--- config.mk ---
export PLATFORM = sky130hd
export DESIGN_NAME = obj_scan_sched
export DESIGN_NICKNAME = d
export VERILOG_FILES = /design/src/rtl/obj_scan_sched.sv
export SDC_FILE = /design/constraint.sdc
export NUM_CORES = 1
export LEC_CHECK = 0
export CAP_MARGIN = 20
export CORE_UTILIZATION = 62
export DETAILED_ROUTE_END_ITERATION = 16
export PLACE_DENSITY = 0.83
export SETUP_SLACK_MARGIN = 0.1
export SLEW_MARGIN = 30
export SYNTH_ARGS = -nofsm -noshare
export SYNTH_HDL_FRONTEND = slang
export SYNTH_SLANG_ARGS = --single-unit
--- constraint.sdc ---
create_clock -name clk -period 16.17 [get_ports clk]
set_clock_uncertainty 0.1 [all_clocks]
set_input_delay 3.234 -clock clk [delete_from_list [all_inputs] [get_ports clk]]
set_output_delay 3.234 -clock clk [all_outputs]
set_load 0.01 [all_outputs]
--- src/rtl/obj_scan_sched.sv ---
// Time-multiplexed object scan scheduler: walks object indices through one shared checker and publishes a frame hit map.
// Optional feature macro: SCAN_STICKY_EN (accumulate hit bits across frames instead of replacing them).
module obj_scan_sched #(
  parameter int OBJ_NUM = 50,
  localparam int IDX_W = $clog2(OBJ_NUM)
) (
  input  logic               clk,
  input  logic               reset,
  input  logic               start,
  input  logic               clear,
  output logic               obj_valid,
  output logic [IDX_W-1:0]   obj_idx,
  input  logic               obj_ready,
  input  logic               hit_valid,
  input  logic               hit_in,
  output logic [OBJ_NUM-1:0] hit_map,
  output logic [IDX_W:0]     hit_count,
  output logic               any_hit,
  output logic               busy,
  output logic               done,
  output logic               overrun
);

  typedef enum logic [1:0] {IDLE, ISSUE, DRAIN, FLUSH} state_t;

  state_t               state, state_nxt;
  logic [IDX_W-1:0]     issue_idx;
  logic [IDX_W:0]       ret_idx, outstanding, out_nxt, count_nxt;
  logic [OBJ_NUM-1:0]   shadow, map_nxt;
  logic                 handshake, hv_take, last_issue, ret_full, scan_start, scan_done;

  // Handshake: an index transfers on a rising edge where obj_valid and obj_ready are both high;
  // obj_valid never drops and obj_idx never changes until that transfer. Results return in issue order.
  assign handshake  = obj_valid && obj_ready;
  assign last_issue = handshake && (issue_idx == IDX_W'(OBJ_NUM - 1));
  assign ret_full   = (ret_idx == (IDX_W+1)'(OBJ_NUM));
  assign scan_start = (state == IDLE) && start && !clear;
  assign scan_done  = (state == DRAIN) && ret_full && !clear;
  assign obj_idx    = issue_idx;

  always_comb begin
    hv_take = 1'b0;
    case (state)
      ISSUE, DRAIN: hv_take = hit_valid && !ret_full;
      FLUSH:        hv_take = hit_valid && (outstanding != '0);
      default:      hv_take = 1'b0;
    endcase
  end

  // A transfer on the clearing edge is already owned by the checker, so it still counts as outstanding.
  assign out_nxt = outstanding + (IDX_W+1)'(handshake) - (IDX_W+1)'(hv_take);

  always_ff @(posedge clk or posedge reset) begin
    if (reset) state <= IDLE;
    else       state <= state_nxt;
  end

  always_comb begin
    state_nxt = state;
    case (state)
      IDLE:  if (scan_start) state_nxt = ISSUE;
      ISSUE: begin
        if (clear)           state_nxt = (out_nxt != '0) ? FLUSH : IDLE;
        else if (last_issue) state_nxt = DRAIN;
      end
      DRAIN: begin
        if (clear)           state_nxt = (out_nxt != '0) ? FLUSH : IDLE;
        else if (ret_full)   state_nxt = IDLE;
      end
      FLUSH: if (out_nxt == '0) state_nxt = IDLE;
      default:             state_nxt = IDLE;
    endcase
  end

  always_comb begin
    obj_valid = (state == ISSUE);
    busy      = (state != IDLE);
  end

  always_comb begin
    map_nxt = hit_map;
    if (clear) begin
      map_nxt = '0;
    end else if (scan_done) begin
`ifdef SCAN_STICKY_EN
      map_nxt = hit_map | shadow;
`else
      map_nxt = shadow;
`endif
    end
    count_nxt = '0;
    for (int i = 0; i < OBJ_NUM; i++) count_nxt = count_nxt + (IDX_W+1)'(map_nxt[i]);
  end

  always_ff @(posedge clk or posedge reset) begin
    if (reset) begin
      issue_idx   <= '0;
      ret_idx     <= '0;
      outstanding <= '0;
      shadow      <= '0;
      hit_map     <= '0;
      hit_count   <= '0;
      any_hit     <= 1'b0;
      done        <= 1'b0;
      overrun     <= 1'b0;
    end else begin
      done <= scan_done;
      if (scan_start) begin
        issue_idx   <= '0;
        ret_idx     <= '0;
        outstanding <= '0;
        shadow      <= '0;
      end else begin
        if (handshake && !last_issue) issue_idx <= issue_idx + IDX_W'(1);
        outstanding <= out_nxt;
        if (hv_take && (state != FLUSH)) begin
          shadow[ret_idx[IDX_W-1:0]] <= hit_in;
          ret_idx                    <= ret_idx + (IDX_W+1)'(1);
        end
      end
      if (clear) shadow <= '0;
      hit_map   <= map_nxt;
      hit_count <= count_nxt;
      any_hit   <= |map_nxt;
      if (clear)
        overrun <= 1'b0;
      else if (start && ((state == ISSUE) || (state == DRAIN)))
        overrun <= 1'b1;
    end
  end

endmodule
* After elaboration in Yosys (flattened, before gate mapping)
Index checks and enable logic that the tools add are counted.
Cells by class: reduce and logical (&&, ||, !) cells 28, order comparisons 2, add/sub/neg operators 53, equal/unequal tests 10, multiplexer cells 24
Operators with widths (number):
- $add 7x1->7 | 44
- $mux 50 | 5
- $bwmux 50 | 1
- $reduce_or 50->1 | 1
- $mux 7 | 3
- $mux 2 | 7
- $reduce_bool 7->1 | 2
- $logic_and 1x1->1 | 12
- $mux 6 | 2
- $pmux 2 s4 | 1
- $reduce_bool 2->1 | 4
- $add 6x1->7 | 1
- $add 7x1->7 const B | 1
- $eq 7x6->1 const B | 1
- $logic_not 7->1 | 1
- $lt 6x7->1 const B | 1
- $sub 7x1->7 | 1
- $add 5x1->6 | 1
- $add 6x1->6 const B | 1
- $demux 1 s6 | 1
- $eq 6x6->1 const B | 1
- $ge 6x1->1 const B | 1
- $ne 2x2->1 const B | 3
- $add 4x1->5 | 1
- 15 further kinds | 20
Storage, ports and cells: bits of input ports 7, flip-flop bits (word level) 132

* Depth between registers and ports, before layout
Gate-level depths: netlist of run 1.
word-level depth 54, depth in mapped cells 26, mapped depth without buffers 25

* Worst setup path before layout of run 1
OpenSTA, ideal clock, no wires.
kind input to register, from input port clear, to register hit_count[5], library setup time 0.122 ns, stages on the path 21, slack 7.289 ns, path buffers 3, arrival 8.659 ns, path through clkbuf_1 clkbuf_1 clkbuf_1 a21oi_1 fa_1 inv_1 fa_1 fa_1 inv_1 fa_1 fa_1 fa_1 inv_1 fa_1 inv_1 ha_1 a21o_1 a21oi_1 nor2b_1 o21ai_0 nand2b_1
On the way: elaborated cells on any way between the ends 53, classes of those cells 49 x add/sub; 2 x mux; 2 x reduce/logical
RTL lines:
- start, declared | RTL line 10 | input logic clear,
- $logic_not 1->1 | RTL line 38 | assign scan_done = (state == DRAIN) && ret_full && !clear;
- $logic_and 1x1->1 | RTL line 38
- $mux 50 | RTL line 84 | end else if (scan_done) begin
- $mux 50 * | RTL line 82 | if (clear) begin
- via map_nxt[5] | RTL line 29 | logic [OBJ_NUM-1:0] shadow, map_nxt;
- $add 5x1->6 * | RTL line 92 | for (int i = 0; i < OBJ_NUM; i++) count_nxt = count_nxt + (IDX_W+1)'(map_nxt[i]);
- $add 6x1->7 * | RTL line 92
- $add 7x1->7 * (43 in a row) | RTL line 92
- via count_nxt[5] | RTL line 28 | logic [IDX_W:0] ret_idx, outstanding, out_nxt, count_nxt;
- end signal, assigned | RTL line 123 | hit_count <= count_nxt;
- end, declared | RTL line 17 | output logic [IDX_W:0] hit_count,
Mark *: on every way through the listed nets, which the timed path passes. The rest lies on a longest branch. A chain may end at the register's enable or synchronous reset.

* Final worst setup path of run 1
from input port clear, to register hit_count[4]
On the way: longest elaborated chain between the ends 53
RTL lines (RTL line):
- $logic_not 1->1 | 38
- $logic_and 1x1->1 | 38
- $mux 50 | 84
- $mux 50 * | 82
- via map_nxt[0] | 29
- $add 1x1->2 * | 92
- $add 2x1->3 * | 92
- $add 3x1->4 * | 92
- $add 4x1->5 * | 92
- $add 5x1->6 * | 92
- $add 6x1->7 * | 92
- $add 7x1->7 * (43 in a row) | 92
- via count_nxt[4] | 28
Marks and branches as above.

==> summary.txt, run 1 <==
Synthesis
  – Synth area leaders: dfrtp_1 43%, fa_1 11%, mux2i_1 8.2%
  – Share of the yosys chip area belonging to registers: 43.2%
  – Synth warnings: 0
  – #FFs+latches synth: approximately 130
  – Count leader, synth: dfrtp_1
  – Top_reg_cell synth: dfrtp_1
  – Ys async rst share: between 90% and 100%
  – Top cells by count, synth: 131 x dfrtp_1, 127 x nand2_1, 75 x inv_1, 75 x nor2_1, 62 x mux2i_1
  – Synth unique cells: 50
  – Netlist area before placement: about 7600 sq um
  – Dominant cell type by area after synthesis: dfrtp_1
  – Synth top area share: between 40 and 50%
  – Post-Syn Nets: between 800 and 900
  – Synth Instances: between 700 and 800
  – Mean Syn Cell Area: 9.77 sq um
  – EDFF count, synth: 0

Placement
  – Final GP Congestion: 0.984
  – Hpwl dp: ~14000 microns
  – # port buffers: 73
  – Setup Slack @ Placement: ~6.8 ns

Global route
  – Vias in the first global route: just over 6000
  – Global Route Usage Sum: between 30% and 40%
  – Antenna violations before repair: 0
  – Global-route wire length before repair: 32400 microns
  – Largest net degree at the start of global routing: between 50 and 60
  – GRT overflow: 0

Setup path
  – CP required: 16.40 ns
  – FF-to-FF Start: ret_idx[0]$_DFFE_PP0P_
  – Reg2reg end: hit_count[4]$_DFF_PP0_
  – Crit-path max FO: 58
  – WP data arrival: between 8 and 9 ns
  – Crit path kind: in2reg
  – Crit path capture type: register
  – R2r setup slk: 8.64 ns
  – Critical path origin: clear
  – Reg2reg path depth: 21
  – Startpoint Class: input port

STA
  – Final worst slack: ~7.4 ns
  – Setup violators final: 0
  – Highest clock rate: 114 MHz
  – Worst slew pin tran: approximately 0.96 ns
  – Final hold violation count: 0
  – Slew Viols, Final: 0
  – Worst slew margin: 35.3%
  – Final min period: approximately 8.7 ns
  – Setup TNS: 0 ns
  – RSZ-0062 raised after global routing: no
  – Post-route clock period utilization: a little over half

Cells and area
  – Fraction of layout cells with a size suffix above 1: a little over 7%
  – Area Overhead vs Synth: 20.2%
  – Final nets: between 900 and 1000
  – Ant. Diodes: 0

Pwr
  – Worst IR Drop VDD: 0.0832 mV
  – Pwr Density: 123 nW/um^2
  – Pleak: ~4.7 nW
  – Design Power: roughly 0.0011 W

Worst hold path
  – Worst hold path class: reg2reg
  – Hold endpoint: overrun$_DFFE_PP0P_
  – Hold wc startpoint: overrun$_DFFE_PP0P_
  – Hold Path Cell Cnt: 2

Die
  – Top Ports: 75
  – Die Span X: 113 microns
  – Chip height: between 100 and 150 microns
  – Rows: 40
  – Starting density of the core: between 60% and 70%
  – Floorplan core area: roughly 12000 sq um
  – DIE AREA: 12700 sq um

Clocking
  – Num CTS Buffers: 17
  – # hold bufs at CTS: 0
  – CTS-repair resized insts: 0
  – Clock Root Buffer: clkbuf_16
  – Clk buf depth: 2
  – CTS Sinks: about 130
  – TritonCTS clock tree: yes
  – Clk slew on worst S/H paths: 0.06 ns
  – Worst-Skew Late Latency: roughly 0.43 ns
  – H-tree levels: 4
  – Post-CTS Repair Setup Buffers: 0

Drt
  – Routed wire per std cell: ~20 microns
  – Via count: roughly 6000
  – Final antenna-violating net count: 0
  – Vias per cell: between 6 and 7
  – Post-route DRC: 0
  – DR iter-0 viols: 616
  – Total Wirelength: ~20000 microns
  – DRT Pass-1 Iters: 5

Status
  – Status: complete, no violations

Job
  – Max Cap Viol: 0
==> metrics by stage <==
| step | cell area [sq um] | hold WS [ns] | instances | utilization [%] |
|---|---|---|---|---|
| after CTS | 9100 | 0.416 | 999 | 76.1 |
| after floorplan | 7580 | 0.389 | 776 | - |
| after global placement | 8370 | 0.382 | 966 | 70.0 |
| after global routing | 9120 | 0.454 | 999 | 76.2 |
| final | 9120 | 0.409 | 999 | 76.2 |
| after detailed placement | 8410 | 0.401 | 967 | 70.3 |
==> area by class of cell <==
type | count | area, sq um
multi-input combinational | 535 | 3880
fill | 782 | 2850
tap | 147 | 184
timing repair buffer | 79 | 793
sequential | 131 | 3280
clock inverter | 13 | 255
clock buffer | 19 | 443
inverter | 75 | 284
==> cells in the final DEF (no fill, tap or decap), types with 9 or more instances in the layout <==
| cell type | count |
|---|---|
| clkbuf_16 | 17 |
| mux2i_1 | 62 |
| a21oi_1 | 47 |
| xor2_1 | 9 |
| clkdlybuf4s50_1 | 72 |
| nor2_1 | 75 |
| nor4_1 | 22 |
| nand3_1 | 10 |
| or2_2 | 14 |
| dfrtp_1 | 131 |
| fa_1 | 42 |
| inv_1 | 74 |
| nand2_1 | 126 |
| nand4_1 | 9 |
| ha_1 | 28 |
==> critical path, cell delays in order <==
cell	delay, ns
buf_4	0.43
or2_2	0.23
inv_1	0.07
fa_1	0.54
inv_1	0.06
fa_1	0.48
fa_1	0.54
inv_1	0.08
fa_1	0.54
fa_1	0.44
fa_1	0.55
fa_1	0.42
ha_1	0.24
fa_1	0.44
a21o_1	0.19
a21oi_1	0.25
xnor2_1	0.20
==> cell families after synthesis <==
kind of cell,after synthesis,synth area share [%]
AND/OR/NAND/NOR,312,19.5
flip-flops,131,43.2
multiplexers,62,8.18
buffers and inverters,110,5.86
adder cells (fa/ha/maj),70,15.7
AO/OA/AOI/OAI,73,5.54
other,1,0.0494
XOR/XNOR,17,1.96
==> report_power, final <==
group	switching [W]	internal [W]
Clock	0.000145	0.000308
Sequential	0.0000321	0.000353
Combinational	0.000173	0.000114
Total	0.000350	0.000775
==> layer usage <==
metal | track usage (%) | share of wire (%) | routed length (microns) | vias up
met5 | 0 | 0 | 0 | -
met4 | 16.4 | 4.1 | 814 | 0
met3 | 7.99 | 7.0 | 1400 | 63
met2 | 54.2 | 48 | 9600 | 312
met1 | 44.5 | 41 | 8040 | 2969
li1 | - | - | - | 2669
==> flip-flops by register name, indices dropped and copies added (netlist names) <==
register / cells
ret_idx: 7
state: 2
obj_idx: 6
any_hit: 1
outstanding: 7
hit_map: 50
done: 1
shadow: 50
hit_count: 6
overrun: 1
==> worst max path at each step <==
stage | to | slack (ns) | cells past startpoint
after floorplan | hit_count[5]$_DFF_PP0_ | 7.29 | 21
after global placement | hit_count[5]$_DFF_PP0_ | 7.03 | 20
after detailed placement | hit_count[4]$_DFF_PP0_ | 6.81 | 17
after CTS | hit_count[4]$_DFF_PP0_ | 7.17 | 17
after global routing | hit_count[4]$_DFF_PP0_ | 7.29 | 17
final | hit_count[4]$_DFF_PP0_ | 7.43 | 17
Power figures use the tool's default switching activity.
==> run 2: changes to the inputs <==
CORE_UTILIZATION = 52   (was 62)
PLACE_DENSITY = 0.74   (was 0.83)
clock period = 7.2 ns   (was 16.17 ns; I/O delays follow)
==> run 2 against run 1 <==
Non-clock buffer count increased by 15. Sequential power increased by 120%. Worst hold slack got worse by 0.0010 ns. Flip-flop and latch count unchanged. Cell area increased by 2.5%. Final cell count increased by 4.8%. Global-route usage decreased by 4.9 points. Clock power increased by 120%. Die area increased by 19%. Routed wire length increased by 3.0%. Utilization decreased by 9.7 points. First-iteration DRC count decreased by 19%. Critical path type is now reg2reg.
==> summary.txt, run 2 (synthesis gave the netlist of run 1 again) <==
Status
  – Status: complete, no violations

Cells and area
  – Area of the multi-input gates: ~3900 sq um
  – # fillers: ~1100
  – Fraction of layout cells with a size suffix above 1: ~10%
  – Finished Layout Cells: approximately 1000
  – Biggest regs: hit_map (50), shadow (50)
  – Reg area: about 3300 sq um
  – Most common cell after layout, fill and taps aside: dfrtp_1
  – Final nets: 931
  – Ant. Diodes: 0
  – Area Overhead vs Synth: 23.2%
  – Most frequent cells in the layout: 131 x dfrtp_1, 126 x nand2_1, 75 x nor2_1

Setup path
  – WP data arrival: a little over 7 ns
  – Crit-path max FO: 19
  – Critical Path Sink: hit_count[4]$_DFF_PP0_
  – WP depth: 22
  – Reg2reg path depth: 22
  – Crit path capture type: register
  – Crit path kind: reg2reg
  – R2r setup slk: about 0.36 ns
  – CP Buf/Inv Count: 4
  – Crit path max-delay family: adder cells
  – Startpoint Class: register
  – Critical path origin: ret_idx[0]$_DFFE_PP0P_
  – CP max stage cell: fa_1
  – CP required: ~7.5 ns
  – CP dominant cell by count: fa_1
  – Reg2reg end: hit_count[4]$_DFF_PP0_
  – FF-to-FF Start: ret_idx[0]$_DFFE_PP0P_
  – Slowest stage delay, CP: about 0.55 ns
  – Worst path cell trace: inv_1, ha_1, or4b_4, nor2_4, and2_4, buf_12, nand2_1, a21oi_1, fa_1, fa_1, inv_1, fa_1, inv_1, fa_1, fa_1, fa_1, fa_1, ha_1, fa_1, a21o_1, a21oi_1, xnor2_1

Global route
  – Global-route wire length before repair: around 32000 microns
  – Global Route Usage Sum: 29.2%
  – Vias in the first global route: just over 6000
  – Antenna violations before repair: 0
  – Largest net degree at the start of global routing: about 80
  – GRT overflow: 0

STA
  – Slew Viols, Final: 0
  – RSZ-0062 raised after global routing: no
  – Worst slew pin tran: between 0.9 and 1 ns
  – Final min period: 6.84 ns
  – Setup violators final: 0
  – Setup TNS: 0 ns
  – Worst slew margin: 38.5%
  – Post-route clock period utilization: 95.1%
  – Final hold violation count: 0
  – Highest clock rate: about 150 MHz

Drt
  – DR iter-0 viols: 497
  – Routed wire per std cell: between 15 and 20 microns
  – Final antenna-violating net count: 0
  – Post-route DRC: 0
  – Met3 wire len: ~1200 microns
  – Total Wirelength: around 20000 microns
  – Met1 wire length: slightly below 9000 microns
  – Top Layer Used: met4
  – Vias per cell: ~5.7
  – DRT Pass-1 Iters: 5
  – Via count: about 6000
  – Metal2 WL: approximately 10000 microns

Job
  – Max Cap Viol: 0

Placement
  – Inst Count DP: just over 1000
  – Hpwl dp: 14600 microns
  – Final GP Congestion: about 0.90
  – # port buffers: 73

Clocking
  – Num CTS Buffers: 17
  – Clk buf depth: 2
  – Clock Root Buffer: clkbuf_16
  – Worst-Skew Late Latency: around 0.42 ns
  – CTS Sinks: ~130
  – H-tree levels: 4
  – # hold bufs at CTS: 0
  – Clk slew on worst S/H paths: 0.05 ns
  – TritonCTS clock tree: yes

Die
  – Floorplan core area: ~14000 sq um
  – Starting density of the core: a little over half
  – Chip height: ~120 microns
  – Rows: 43
  – DIE AREA: 15100 sq um
  – Die Span X: 123 microns
  – Top Ports: 75

Pwr
  – Pleak: about 4.8 nW
  – Worst IR Drop VDD: 0.177 mV
  – Pwr Density: about 270 nW/um^2

Worst hold path
  – Worst hold path class: reg2reg
  – Hold wc startpoint: overrun$_DFFE_PP0P_
==> run 2: area by class of cell <==
class / instances / area share [%]
clock inverters: 10 / 2.14
inverters: 75 / 3.07
multi-input cells: 535 / 42.2
well taps: 180 / 2.41
flip-flops and latches: 131 / 35.1
repair buffers: 94 / 9.91
clock buffers: 22 / 5.18
==> run 2: how the worst min path moves through the flow <==
| stage | end | depth (start not counted) |
|---|---|---|
| 4_1_cts | overrun$_DFFE_PP0P_ | 2 |
| 3_5_place_dp | overrun$_DFFE_PP0P_ | 2 |
| 6_report | overrun$_DFFE_PP0P_ | 2 |
| 2_1_floorplan | shadow[47]$_DFFE_PP0P_ | 2 |
| 3_3_place_gp | overrun$_DFFE_PP0P_ | 2 |
| 5_1_grt | shadow[0]$_DFFE_PP0P_ | 2 |
==> run 2: tightest hold or removal path: stages, from the launching register on <==
cell	delay, ns
dfrtp_1	0.35
a21oi_1	0.05
nor2_1	0.07
==> run 2: timing repair <==
action                                  4_1_cts  5_1_grt
resized for setup                             0       13
setup buffers                                 0        4
endpoints found under the setup margin        0        3
==> run 2: where the power goes <==
part,switching (W),internal (W)
sequential,0.0000478,0.000793
combinational,0.000417,0.000272
clock,0.000321,0.000684
total,0.000786,0.00175
==> run 2: per-stage QoR <==
step                setup WS [ns]  cell area, sq um  total power, W  hold WS (ns)  utilization [%]
finish                      0.355              9340         0.00254         0.408             66.5
global route               0.0878              9340         0.00267         0.455             66.5
CTS                         0.123              9220         0.00253         0.410             65.7
detailed placement          0.168              8530         0.00152         0.394             60.8
global placement            0.237              8520         0.00149         0.382             60.7
floorplan                   0.113              7580         0.00133         0.389                -
==> run 2: metal layers <==
metal  GRT usage, %  up-vias
met2           46.5      216
met4           9.38        0
met1           39.7     3028
li1               -     2711
met5              0        -
met3           6.64       42
